**src/rtl/fetch_sequencer.sv**
```systemverilog
// Instruction-fetch controller: next-PC generation, imem read requests, valid/ready hand-off to decode.
// Latency: REQ -> WAIT -> HOLD; with 1-cycle memory ready and response, 3 cycles per instruction.
// Backpressure: holds PC and the fetched word while decode stalls; optional FETCH_ALIGN_CHECK_EN rejects misaligned redirects.
module fetch_sequencer #(
    parameter int unsigned PC_STEP = 4
) (
    input  logic        clock,
    input  logic        reset,
    input  logic [31:0] pc_in,
    output logic [31:0] pc_next,
    output logic        imem_req_valid,
    input  logic        imem_req_ready,
    output logic [31:0] imem_addr,
    input  logic        imem_rsp_valid,
    input  logic [31:0] imem_rsp_data,
    output logic        instr_valid,
    input  logic        instr_ready,
    output logic [31:0] instr,
    output logic [31:0] instr_pc,
    input  logic        redirect_valid,
    input  logic [31:0] redirect_target,
    output logic        align_fault,
    output logic [31:0] fetch_count
);

    typedef enum logic [2:0] {
        IDLE,
        REQ,
        WAIT,
        HOLD,
        DRAIN
    } state_t;

    state_t state;
    state_t state_nxt;
    logic   misaligned;
    logic   redir_ok;

`ifdef FETCH_ALIGN_CHECK_EN
    assign misaligned = (redirect_target[1:0] != 2'b00);
`else
    assign misaligned = 1'b0;
`endif

    // A redirect only takes effect outside IDLE and, if checked, when word aligned.
    assign redir_ok  = redirect_valid && (state != IDLE) && !misaligned;
    assign imem_addr = pc_in;

    // Next PC: redirect beats sequential advance; otherwise the PC register holds.
    always_comb begin
        pc_next = pc_in;
        if (reset) begin
            pc_next = pc_in;
        end else if (redir_ok) begin
            pc_next = redirect_target;
        end else if (state == WAIT && imem_rsp_valid) begin
            pc_next = pc_in + PC_STEP[31:0];
        end
    end

    // Next-state decode, including redirect handling in each state.
    always_comb begin
        state_nxt = state;
        case (state)
            IDLE:  state_nxt = REQ;
            REQ: begin
                if (imem_req_ready) begin
                    // A request already left at the old PC; its response must be dropped.
                    state_nxt = redir_ok ? DRAIN : WAIT;
                end
            end
            WAIT: begin
                if (imem_rsp_valid) begin
                    state_nxt = redir_ok ? REQ : HOLD;
                end else if (redir_ok) begin
                    state_nxt = DRAIN;
                end
            end
            HOLD: begin
                if (redir_ok || instr_ready) begin
                    state_nxt = REQ;
                end
            end
            DRAIN: begin
                if (imem_rsp_valid) begin
                    state_nxt = REQ;
                end
            end
            default: state_nxt = IDLE;
        endcase
    end

    // State register with registered handshake outputs and fetched-word capture.
    always_ff @(posedge clock) begin
        if (reset) begin
            state          <= IDLE;
            imem_req_valid <= 1'b0;
            instr_valid    <= 1'b0;
            instr          <= 32'd0;
            instr_pc       <= 32'd0;
            fetch_count    <= 32'd0;
        end else begin
            state          <= state_nxt;
            imem_req_valid <= (state_nxt == REQ);
            instr_valid    <= (state_nxt == HOLD);
            if (state == WAIT && imem_rsp_valid && !redir_ok) begin
                instr    <= imem_rsp_data;
                instr_pc <= pc_in;
            end
            // A redirect in HOLD drops the word uncounted even if decode is ready.
            if (state == HOLD && instr_ready && !redir_ok) begin
                fetch_count <= fetch_count + 32'd1;
            end
        end
    end

`ifdef FETCH_ALIGN_CHECK_EN
    // One-cycle pulse for each rejected misaligned redirect.
    always_ff @(posedge clock) begin
        if (reset) begin
            align_fault <= 1'b0;
        end else begin
            align_fault <= redirect_valid && (state != IDLE) && misaligned;
        end
    end
`else
    assign align_fault = 1'b0;
`endif

endmodule

```
**config.mk**
```make
export PLATFORM = sky130hd
export DESIGN_NAME = fetch_sequencer
export DESIGN_NICKNAME = d
export VERILOG_FILES = /design/src/rtl/fetch_sequencer.sv
export SDC_FILE = /design/constraint.sdc
export NUM_CORES = 1
export LEC_CHECK = 0
export ABC_AREA = 0
export CORE_UTILIZATION = 44
export DETAILED_ROUTE_END_ITERATION = 12
export PLACE_DENSITY_LB_ADDON = 0.1
export SYNTH_ARGS = -nofsm -noshare
export SYNTH_HDL_FRONTEND = slang
export SYNTH_SLANG_ARGS = --single-unit
```
**constraint.sdc**
```tcl
create_clock -name clock -period 4.35 [get_ports clock]
set_clock_uncertainty 0.05 [all_clocks]
set_input_delay 0.6525 -clock clock [delete_from_list [all_inputs] [get_ports clock]]
set_output_delay 0.6525 -clock clock [all_outputs]
set_load 0.01 [all_outputs]
```
-- Yosys cells after proc, flatten, opt, wreduce, memory -nomap -nowiden
Cells that the tools add are included.
- bits in registers: 101
- input bits: 102
- output and inout port bits: 163
- word-level logic and storage cells: 34
- add/sub/neg operators: 2
- equality and inequality tests: 6
- mux-type cells: 11
- reductions and logical operators: 9
- operators by type and width (cell ; number):
    32-bit two-way mux ; 3
    32-bit by 1-bit adder with 32-bit output, second input constant ; 1
    32-bit by 3-bit adder with 32-bit output, second input constant ; 1
    3-bit two-way mux ; 6
    3-bit case mux with 5 select lines ; 1
    3-bit by 2-bit == test with 1-bit output, second input constant ; 3
    3-bit by 1-bit == test with 1-bit output, second input constant ; 2
    1-bit logical AND ; 5
    3-bit == test, second input constant ; 1
    3-bit logical NOT ; 1
    3-bit nonzero test ; 1
    2-bit two-way mux ; 1
    1-bit logical NOT ; 1
    1-bit logical OR ; 1

-- Depth between registers and ports, before layout
Gate-level depths: netlist of the first run.
- word-level depth: 6
- mapped depth: 9
- depth with buffers taken out: 6

-- Least setup slack after synthesis of the first run
OpenSTA, ideal clock, no wires.
- path kind: input-to-output
- start point: in pc_in[6]
- end point: out pc_next[29]
- data arrival time: 2.064 ns
- required time: 3.648 ns
- path slack: 1.584 ns
- stages: 7
- buffers on the path: 2
- cells stage by stage: and3_1 > clkbuf_1 > and4_1 > clkbuf_1 > nand4_1 > a21oi_1 > a2bb2oi_1
- word-level cells in the longest chain between the ends: 4
- ends and longest elaborated chain (element ; line ; text):
    start: declaration ; 9 ; input logic [31:0] pc_in,
    32-bit by 3-bit adder with 32-bit output ; 57 ; pc_next = pc_in + PC_STEP[31:0];
    32-bit two-way mux ; 56 ; end else if (state == WAIT && imem_rsp_valid) begin
    32-bit two-way mux ; 54 ; end else if (redir_ok) begin
    32-bit two-way mux ; 52 ; if (reset) begin
    end: declaration ; 10 ; output logic [31:0] pc_next,
No other way between the ends.

-- Final worst setup path of the first run
- start point: in pc_in[4]
- end point: out pc_next[27]
The elaborated chain is that of the path after synthesis.

==> impl_metrics.py, run 1 <==
metrics = {
    "run_status": {
        "status": "complete, no violations",
    },
    "worst_setup_path": {
        "worst_setup_path_start_kind": "input pin",
        "critPathCaptureType": "output port",
        "path_class": "input pin to output port",
        "worstPathArrival_ns": 3.28,
        "crit_path_start": "pc_in[4]",
        "path_max_fanout": 13,
        "r2r_start": "state[1]$_SDFF_PP0_",
        "ff2ff_path_depth": 5,
        "cp.required_ns": 3.65,
        "regToRegSetupSlack_ns": 1.89,
        "crit_end": "pc_next[27]",
        "r2r-end": "fetch_count[27]$_SDFFE_PP0P_",
    },
    "sta": {
        "finalHoldViolCount": 0,
        "slew_headroom_pct": 36.09,
        "finalSetupTns_ns": 0,
        "whs_ns": 0.4035,
        "fin_crit_sh_pct": 91.52,
        "timing.fmax_mhz": 251.2,
        "rsz0062_at_grt": "false",
        "slew_violations": 0,
        "fin_crit_ns": 3.981,
        "finalSetupViolCount": 0,
        "worst_slew_pin_slew_ns": 0.9499,
    },
    "cts": {
        "numCtsBuffers": 9,
        "root_buffer": "clkbuf_16",
        "clkSlewWorstSetupHoldPaths_ns": 0.06,
        "cts_setup_buffers": 0,
        "cts_hold_buf": 0,
        "ctsResizeCount": 0,
        "clock_sinks": 101,
        "clockBufferDepth": 2,
        "htreeDepth": 3,
        "cts_tree": "built",
        "clkLatencyLatePin_ns": 0.34,
    },
    "logic_synthesis": {
        "ys_types": 58,
        "syn_nets": 829,
        "async_flop_share_pct": 0,
        "synth_flop_cell": "dfxtp_1",
        "synthesis.area_sq_mm": 0.005411,
        "yosysWarningCount": 0,
        "yosys.area.top_type": "dfxtp_1",
        "yosys-top-cells-area": "dfxtp_1 (37%), nand2_1 (11%), a21oi_1 (8.8%), buf_4 (4.7%), nor2_1 (4.2%)",
        "ys_ff_latch": 101,
        "ys_seq_area_share_pct": 37.36,
        "synthCells": 725,
        "syn_area_per_cell_sq_um": 7.464,
        "synth_edf_count": 0,
        "yosysTopAreaCellShare_pct": 37.36,
    },
    "worst_hold_path": {
        "worstHoldStart": "instr_pc[26]$_SDFFE_PP0P_",
        "min_path_type": "flop to flop",
        "hold_path_depth": 2,
    },
    "floorplan": {
        "die-area_sq_mm": 0.01275,
        "die_h_um": 112.9,
        "pin_count": 265,
        "fp.dieW_um": 112.9,
        "core_area_sq_mm": 0.01201,
        "rows": 40,
        "start_util_pct": 45.05,
    },
    "final_layout": {
        "design_area_sq_mm": 0.008163,
        "nets": 1030,
        "drive_gt1_share_pct": 5.263,
        "area_growth_syn_to_layout_pct": 50.84,
        "antennaDiodeCount": 0,
        "fin_util_pct": 67.96,
    },
    "grt": {
        "grt_pass1_wl_mm": 27.55,
        "grt_pass1_vias": 5536,
        "grt.total_usage_pct": 26.90,
        "grt_overflow_total": 0,
        "grt_max_degree": 65,
        "antenna_found_initial": 0,
    },
    "placed_design": {
        "io_buffers": 263,
        "placed_area_sq_mm": 0.007865,
        "hpwl_mm": 12.58,
        "globalplace.congestion": 0.8594,
    },
    "route": {
        "drc": 0,
        "drtIter0Drc": 391,
        "viasPerCell": 5.503,
        "dr_total_vias": 5932,
        "drtPass1Iterations": 5,
        "wl_mm": 17.45,
        "detail-route-antenna-nets": 0,
        "wire_per_inst_um": 16.19,
    },
    "power_and_ir_drop": {
        "ir_drop_mv": 0.1743,
        "leakagePower_nw": 2.765,
        "power_density_mw_per_mm2": 259.5,
    },
    "job": {
        "maxCapViolations": 0,
    },
}
==> stage by stage <==
| stage | instances | setup WS, ns | total power [mW] |
|---|---|---|---|
| global route | 1078 | 0.1968 | 2.194 |
| finish | 1078 | 0.3690 | 2.118 |
| CTS | 1078 | 0.4058 | 2.143 |
| global placement | 1062 | 0.4600 | 1.323 |
| floorplan | 725 | 1.584 | 1.117 |
| detailed placement | 1062 | 0.4153 | 1.327 |
==> cell usage in the layout (no fill, tap or decap), types with 7 or more instances in the layout <==
| master | netlist | layout |
|---|---|---|
| xor2_1 | 13 | 13 |
| o22a_1 | 14 | 14 |
| xnor2_1 | 15 | 15 |
| o21ai_0 | 15 | 15 |
| clkdlybuf4s50_1 | 0 | 262 |
| and3_1 | 19 | 19 |
| nand3_1 | 29 | 29 |
| inv_1 | 7 | 7 |
| clkbuf_16 | 0 | 9 |
| a2bb2oi_1 | 7 | 7 |
| nor3_1 | 9 | 8 |
| buf_4 | 34 | 13 |
| nand4_1 | 18 | 18 |
| dfxtp_1 | 101 | 101 |
| nand2_1 | 155 | 155 |
| a21oi_1 | 95 | 95 |
| nor2_1 | 60 | 60 |
==> layout make-up <==
type	instances	area [sq um]
clock buffers	10	229.0
clock inverters	6	68.82
fillers	1023	3849
inverters	7	26.28
multi-input cells	532	2913
flip-flops and latches	101	2022
well taps	147	183.9
repair buffers	275	2720
==> kinds of logic (layout without fill, tap and decap cells) <==
kind of cell	after synthesis	count (layout)	synth area share [%]
compound gates	163	163	18.06
xor+xnor	28	28	4.532
fa+ha+maj	2	2	0.4624
buf+inv	92	298	9.179
flops	101	101	37.36
mux	5	5	1.017
other cells	1	1	0.06930
simple gates	333	333	29.32
==> metal layers <==
metal | global-route usage [%] | share of wire [%] | vias to the layer above | wire length (um)
li1 | - | - | 2886 | -
met1 | 31.35 | 41 | 2756 | 7153
met2 | 47.94 | 49 | 260 | 8548
met3 | 6.642 | 7.8 | 30 | 1356
met4 | 9.561 | 2.3 | 0 | 393
met5 | 0 | 0 | - | 0
==> critical path, cell delays in order <==
cell             delay [ns]
clkdlybuf4s50_1        0.61
and3_1                 0.34
and4_1                 0.54
and2_1                 0.30
a41oi_1                0.14
o22a_1                 0.21
clkdlybuf4s50_1        0.48
==> flip-flops by register name, indices dropped and copies added (netlist names) <==
signal	cells
instr	32
fetch_count	32
imem_req_valid	1
state	3
instr_pc	32
instr_valid	1
==> where the power goes <==
group	switching, mW	internal [mW]	total (mW)	leakage, nW
clock network	0.360	0.451	0.811	0.143
logic	0.165	0.206	0.371	1.81
registers	0.00641	0.930	0.936	0.814
total	0.531	1.59	2.12	2.77
==> cell usage after synthesis, drive strengths merged (2+ instances only) <==
cell type    n
a2bb2oi      7
o22a        14
a21oi       95
dfxtp      101
a211o        2
nand2      155
or3          6
o22ai        6
o21ai       16
nor4         8
inv          7
a41oi        3
and2         5
nor3b        2
or4          3
ha           2
mux2         4
nor2b        2
a31oi        6
or2          2
and3        19
xor2        13
buf         43
nor2        61
nand3       29
and4         6
xnor2       15
nand4       18
clkbuf      42
nor3        14
==> worst min path at each step <==
| stage | slack [ns] | end |
|---|---|---|
| 2_1_floorplan | 0.43 | instr[0]$_SDFFE_PP0P_ |
| 3_3_place_gp | 0.39 | instr[6]$_SDFFE_PP0P_ |
| 3_5_place_dp | 0.40 | instr_pc[17]$_SDFFE_PP0P_ |
| 4_1_cts | 0.41 | instr_pc[31]$_SDFFE_PP0P_ |
| 5_1_grt | 0.43 | instr[27]$_SDFFE_PP0P_ |
| 6_report | 0.40 | instr_pc[26]$_SDFFE_PP0P_ |
Power figures use the tool's default switching activity.
==> inputs of run 2 (changes only) <==
--- a/config.mk
+++ b/config.mk
@@ -9,6 +9,7 @@
 export CORE_UTILIZATION = 44
 export DETAILED_ROUTE_END_ITERATION = 12
 export PLACE_DENSITY_LB_ADDON = 0.1
+export SLEW_MARGIN = 20
 export SYNTH_ARGS = -nofsm -noshare
 export SYNTH_HDL_FRONTEND = slang
 export SYNTH_SLANG_ARGS = --single-unit
==> results of run 2 <==
Final layout, timing and power as in run 1 (identical DEF).
